### src/rtl/block_stream_emitter_pkg.sv
// Shared encodings, ASCII constants and keyword ROMs for the block stream emitter.
package block_stream_emitter_pkg;

  localparam logic [1:0] CMD_BEGIN = 2'b00;
  localparam logic [1:0] CMD_END   = 2'b01;
  localparam logic [1:0] CMD_WORD  = 2'b10;
  localparam logic [1:0] CMD_RSVD  = 2'b11;

  localparam logic [7:0] CH_SPACE   = 8'h20;
  localparam logic [7:0] CASE_DELTA = 8'h20;

  // Lowercase keyword spellings, index 0 is the first letter emitted.
  localparam logic [7:0] BEGIN_ROM [0:4] = '{8'h62, 8'h65, 8'h67, 8'h69, 8'h6e};
  localparam logic [7:0] END_ROM   [0:2] = '{8'h65, 8'h6e, 8'h64};

  typedef enum logic [1:0] {
    IDLE = 2'b00,
    EMIT = 2'b01,
    SEP  = 2'b10
  } state_t;

  // Number of characters a command emits before its trailing space.
  function automatic logic [2:0] word_len(input logic [1:0] c);
    logic [2:0] len;
    case (c)
      CMD_BEGIN: len = 3'd5;
      CMD_END:   len = 3'd3;
      CMD_WORD:  len = 3'd1;
      default:   len = 3'd0;
    endcase
    return len;
  endfunction

  // Character at position idx of a command, with per-letter case applied to keywords.
  function automatic logic [7:0] word_char(input logic [1:0] c, input logic [7:0] ch,
                                           input logic [4:0] mask, input logic [2:0] idx);
    logic [7:0] lc;
    logic       up;
    up = 1'b0;
    case (c)
      CMD_BEGIN: begin
        if (idx < 3'd5) begin
          lc = BEGIN_ROM[idx];
          up = mask[idx];
        end else begin
          lc = CH_SPACE;
        end
      end
      CMD_END: begin
        if (idx < 3'd3) begin
          lc = END_ROM[idx[1:0]];
          up = mask[idx];
        end else begin
          lc = CH_SPACE;
        end
      end
      CMD_WORD: lc = ch;
      default:  lc = CH_SPACE;
    endcase
    return up ? (lc - CASE_DELTA) : lc;
  endfunction

endpackage

### src/rtl/block_stream_emitter_depth.sv
// Nesting-depth counter with saturation, underflow guard and sticky error flag.
module block_depth_tracker
  import block_stream_emitter_pkg::*;
#(
  parameter int DEPTH_W = 8
) (
  input  logic               clk,
  input  logic               reset,
  input  logic               accept,
  input  logic               is_begin,
  input  logic               is_end,
  output logic [DEPTH_W-1:0] depth,
  output logic               err,
  output logic               balanced
);

  localparam logic [DEPTH_W-1:0] DEPTH_MAX = {DEPTH_W{1'b1}};

  logic [DEPTH_W-1:0] depth_r;
  logic               err_r;

  // Track open BEGINs; overflow or underflow leaves depth alone and latches err.
  always_ff @(posedge clk) begin
    if (!reset) begin
      depth_r <= '0;
      err_r   <= 1'b0;
    end else if (accept && is_begin) begin
      if (depth_r == DEPTH_MAX) begin
        err_r <= 1'b1;
      end else begin
        depth_r <= depth_r + DEPTH_W'(1);
      end
    end else if (accept && is_end) begin
      if (depth_r == '0) begin
        err_r <= 1'b1;
      end else begin
        depth_r <= depth_r - DEPTH_W'(1);
      end
    end else begin
      depth_r <= depth_r;
    end
  end

  assign depth    = depth_r;
  assign err      = err_r;
  assign balanced = (depth_r == '0) && !err_r;

endmodule

### src/rtl/block_stream_emitter.sv
// Emits BEGIN/END/WORD commands as an ASCII character stream, one char per clock.
module block_stream_emitter
  import block_stream_emitter_pkg::*;
#(
  parameter int         DEPTH_W   = 8,
  parameter logic [7:0] IDLE_CHAR = 8'h20
) (
  input  logic               clk,
  input  logic               reset,
  input  logic               cmd_valid,
  input  logic [1:0]         cmd,
  input  logic [7:0]         cmd_char,
  input  logic [4:0]         case_mask,
  output logic               cmd_ready,
  output logic [7:0]         out,
  output logic               out_valid,
  output logic [DEPTH_W-1:0] depth,
  output logic               err,
  output logic               balanced
);

  state_t     state_r;
  logic [2:0] idx_r;
  logic [1:0] cmd_r;
  logic [7:0] char_r;
  logic [4:0] mask_r;
  logic [7:0] out_r;
  logic       out_valid_r;

  logic       ready_s;
  logic       accept_s;
  logic       starts_word_s;
  logic [7:0] first_char_s;
  logic [7:0] next_char_s;
  logic       last_s;

  // Commands are taken whenever the current word has finished its letters.
  assign ready_s       = (state_r != EMIT);
  assign accept_s      = cmd_valid && ready_s;
  assign starts_word_s = accept_s && (cmd != CMD_RSVD);
  assign first_char_s  = word_char(cmd, cmd_char, case_mask, 3'd0);
  assign next_char_s   = word_char(cmd_r, char_r, mask_r, idx_r);
  assign last_s        = (idx_r == word_len(cmd_r));

  // Character sequencer: out always holds the character of the current state.
  always_ff @(posedge clk) begin
    if (!reset) begin
      state_r     <= IDLE;
      idx_r       <= 3'd0;
      cmd_r       <= CMD_RSVD;
      char_r      <= 8'h00;
      mask_r      <= 5'd0;
      out_r       <= IDLE_CHAR;
      out_valid_r <= 1'b0;
    end else begin
      case (state_r)
        IDLE, SEP: begin
          if (starts_word_s) begin
            cmd_r       <= cmd;
            char_r      <= cmd_char;
            mask_r      <= case_mask;
            out_r       <= first_char_s;
            out_valid_r <= 1'b1;
            idx_r       <= 3'd1;
            state_r     <= EMIT;
          end else begin
            out_r       <= IDLE_CHAR;
            out_valid_r <= 1'b0;
            idx_r       <= 3'd0;
            state_r     <= IDLE;
          end
        end
        EMIT: begin
          out_valid_r <= 1'b1;
          if (last_s) begin
            out_r   <= CH_SPACE;
            state_r <= SEP;
          end else begin
            out_r   <= next_char_s;
            idx_r   <= idx_r + 3'd1;
            state_r <= EMIT;
          end
        end
        default: begin
          out_r       <= IDLE_CHAR;
          out_valid_r <= 1'b0;
          idx_r       <= 3'd0;
          state_r     <= IDLE;
        end
      endcase
    end
  end

  block_depth_tracker #(
    .DEPTH_W (DEPTH_W)
  ) u_depth (
    .clk      (clk),
    .reset    (reset),
    .accept   (accept_s),
    .is_begin (cmd == CMD_BEGIN),
    .is_end   (cmd == CMD_END),
    .depth    (depth),
    .err      (err),
    .balanced (balanced)
  );

  assign cmd_ready = ready_s;
  assign out       = out_r;
  assign out_valid = out_valid_r;

endmodule

### config.mk
export PLATFORM = sky130hd
export DESIGN_NAME = block_stream_emitter
export DESIGN_NICKNAME = d
export VERILOG_FILES = /design/src/rtl/block_stream_emitter_pkg.sv /design/src/rtl/block_stream_emitter_depth.sv /design/src/rtl/block_stream_emitter.sv
export SDC_FILE = /design/constraint.sdc
export NUM_CORES = 1
export LEC_CHECK = 0
export CAP_MARGIN = 15
export CORE_ASPECT_RATIO = 1.25
export CORE_MARGIN = 8
export CORE_UTILIZATION = 48
export CTS_BUF_LIST = sky130_fd_sc_hd__clkbuf_8 sky130_fd_sc_hd__clkbuf_16
export CTS_CLUSTER_DIAMETER = 200
export DETAILED_ROUTE_END_ITERATION = 10
export GPL_ROUTABILITY_DRIVEN = 0
export GPL_TIMING_DRIVEN = 0
export PLACE_DENSITY = 0.76
export SETUP_SLACK_MARGIN = 0.4
export SYNTH_ARGS = -nofsm -noshare
export SYNTH_HDL_FRONTEND = slang
export SYNTH_SLANG_ARGS = --single-unit
### constraint.sdc
create_clock -name clk -period 2 [get_ports clk]
set_input_delay 0.4 -clock clk [delete_from_list [all_inputs] [get_ports clk]]
set_output_delay 0.4 -clock clk [all_outputs]
set_load 0.05 [all_outputs]
==> impl_metrics.ini <==
[route]
drc_errors = 0
viasPerCell = 5.83
wl_per_cell_um = 17.7
via_count = 2350
postRouteAntennaNets = 0
wl_um = 7120
drt_iter0_markers = 101
drt-pass1-iter-count = 4

[synth]
syn_nets = 301
syn_area_per_cell_um2 = 8.38
yosys_most_used_dff = dfxtp_1
yosysTopAreaCell = dfxtp_1
synth-seq-cells = 38
synthTopCellsByArea = dfxtp_1 (34%), ha_1 (7.2%), nand2_1 (7.0%), a21oi_1 (4.9%), a21boi_0 (4.7%)
yosysTopAreaCellShare = 0.338
ys_top_cells_by_count = nand2_1 (42), dfxtp_1 (38), a21oi_1 (22)
syn_area_mm2 = 0.00225
netlist_instances = 269
ys_seq_area_frac = 0.338
synth-edff-count = 0
yosysUniqueCellTypes = 51
synth_most_common_cell = nand2_1
ys_warn_count = 0
ys_async_sr_fraction = 0

[place]
placed_area_mm2 = 0.00281
pre_cts_ws_ns = -0.919
hpwl_um = 4490
port_buffers = 37
dpl.cell_count = 366

[timing]
setup_viol = 2
hold_viol_final = 0
holdWs_ns = 0.465
layout_min_cycle_time_ns = 2.03
slew_headroom = 0.636
fmax_mhz = 493
finClkSkew_ns = 0.0100
final_max_slew_viol_count = 0
rsz0062_at_grt = true
final.setup.worst_slack_ns = -0.0285
period_share = 1.01
worst_slew_pin_slew_ns = 0.546

[critical_path]
crit_arrival_ns = 2.22
path_cells = clkdlybuf4s15_2 > inv_2 > nand4_4 > fa_2 > a21oi_4 > o211ai_1 > a21oi_2 > xnor2_1 > a31o_2
crit_type = input pin to flip-flop
critPathMaxStageDelay_ns = 0.46
cp_max_fo = 8
startpoint_type = input pin
required_ns = 2.19
crit_path_end_kind = flip-flop
slowest_stage = fa_2

[die]
coreArea_mm2 = 0.00462
pin_count = 38
die-area_mm2 = 0.00716
die-width_um = 77.3
start_util = 0.487
rows = 28
die_h_um = 92.6

[clock_tree]
cts_htree_levels = 2
cts_max_path_buffers = 2
root_buffer = clkbuf_8
tritoncts = yes
hold_buffers = 0
clk_pin_slew_ns = 0.07
cts-buffers-inserted = 5
cts.sinks = 38
clk_latency_ns = 0.30

[flow_run]
max_cap_viol_count = 0

[run_status]
failed_checks = negative setup slack
status = complete, but fails checks

[global_routing]
grt_max_degree = 13
antenna_found_initial = 0
grt_pass1_vias = 2381
grt-ovfl-total = 0
grt_pass1_wl_um = 10800
grtUsageTotal = 0.186

[power_and_ir_drop]
pwr-share-seq = 0.341
total_leakage_power_nw = 1.36
power_frac_comb = 0.412
power_switching_mw = 0.937
finalPower_mw = 2.61
p_int_mw = 1.67
cellPowerDensity_mw_per_mm2 = 762
swShare = 0.359
power_frac_clock = 0.246
vdd_drop_max_mv = 0.501

[cells_and_area]
diodes = 0
layout.nets = 374
area_growth_pct = 51.9
layout-drive-gt1-share = 0.353
fin_cells = 403
final_area_mm2 = 0.00342

[min_path]
hold_class = flip-flop to flip-flop
[cell families (layout without fill, tap and decap cells)]
group | Yosys count | in the layout | synth area share
xor gates and xnor gates | 6 | 6 | 0.0233
buffers and inverters | 22 | 95 | 0.0411
and+or+nand+nor | 98 | 98 | 0.216
muxes | 10 | 10 | 0.0500
DFF | 38 | 38 | 0.338
AOI/OAI and AO/OA | 81 | 82 | 0.251
adders and majority gates | 14 | 14 | 0.0811
[power groups by stage]
stage          sequential [mW]  clock [mW]  combinational [mW]
6_report                 0.890       0.642                1.07
5_1_grt                  0.898       0.684                1.14
4_1_cts                  0.888       0.655               0.960
3_5_place_dp             0.898           0               0.842
3_3_place_gp             0.896           0               0.825
2_1_floorplan            0.998           0               0.498
[per-stage QoR]
stage,utilization,TNS (ns)
floorplan,-,-0.850
global placement,0.607,-7.50
global route,0.740,-0.348
CTS,0.695,-0.0833
finish,0.740,-0.0511
detailed placement,0.607,-8.09
[critical path: cells and delay by family]
family	cells	cell delay (ns)
adders and majority gates	1	0.46
and+or+nand+nor	1	0.16
buffers and inverters	2	0.42
xor gates and xnor gates	1	0.08
AOI/OAI and AO/OA	4	0.70
[repair_timing]
action                                  CTS  global route
resized for setup                        91            46
pin swaps                                19            24
buffers inserted                         17            10
gates cloned                              1             1
endpoints found under the setup margin   52            25
[sequential cells by signal, summed over array words and instances, names as in the netlist]
register	count
mask_r	5
idx_r	3
u_depth.depth	8
u_depth.err	1
state_r	2
out	8
char_r	8
out_valid	1
cmd_r	2
[per-layer routing]
metal	GRT usage	share of wire	up-vias
met4	0.107	0.043	0
li1	-	-	1108
met3	0.0446	0.053	33
met1	0.171	0.36	1127
met2	0.362	0.55	82
met5	0	0	-
[cell usage in the layout, fill, tap and decap left out, types with 8 or more instances in the layout]
cell type / Yosys / final
nand2_1: 42 / 39
dfxtp_1: 38 / 26
buf_4: 1 / 23
nor2_1: 20 / 19
a21oi_1: 22 / 16
a21boi_0: 14 / 14
clkdlybuf4s50_1: 0 / 14
nor2b_1: 12 / 11
dlygate4sd2_1: 0 / 10
buf_6: 0 / 9
mux2i_1: 9 / 9
ha_4: 0 / 8
clkdlybuf4s15_2: 0 / 8
[area by class of cell]
type,instances,area [µm²]
fill,351,1200
multi-input combinational,210,1710
tap,60,75.1
buffer,12,100
clock inverter,3,40.0
inverter,10,45.0
clock buffer,5,68.8
sequential,38,788
timing repair buffer,65,596
[path summary, 6_finish.rpt]
path | from | endpoint | slack (ns) | cells after the start
setup / recovery | cmd[1] | u_depth.depth[6]$_SDFFE_PN0P_ | -0.03 | 9
setup reg to reg | state_r[1]$_SDFF_PN0_ | u_depth.depth[6]$_SDFFE_PN0P_ | -0.03 | 9
hold / removal | mask_r[1]$_SDFFE_PN0P_ | mask_r[1]$_SDFFE_PN0P_ | 0.47 | 2
hold reg to reg | mask_r[1]$_SDFFE_PN0P_ | mask_r[1]$_SDFFE_PN0P_ | 0.47 | 2
(Power assumes the default switching activity.)
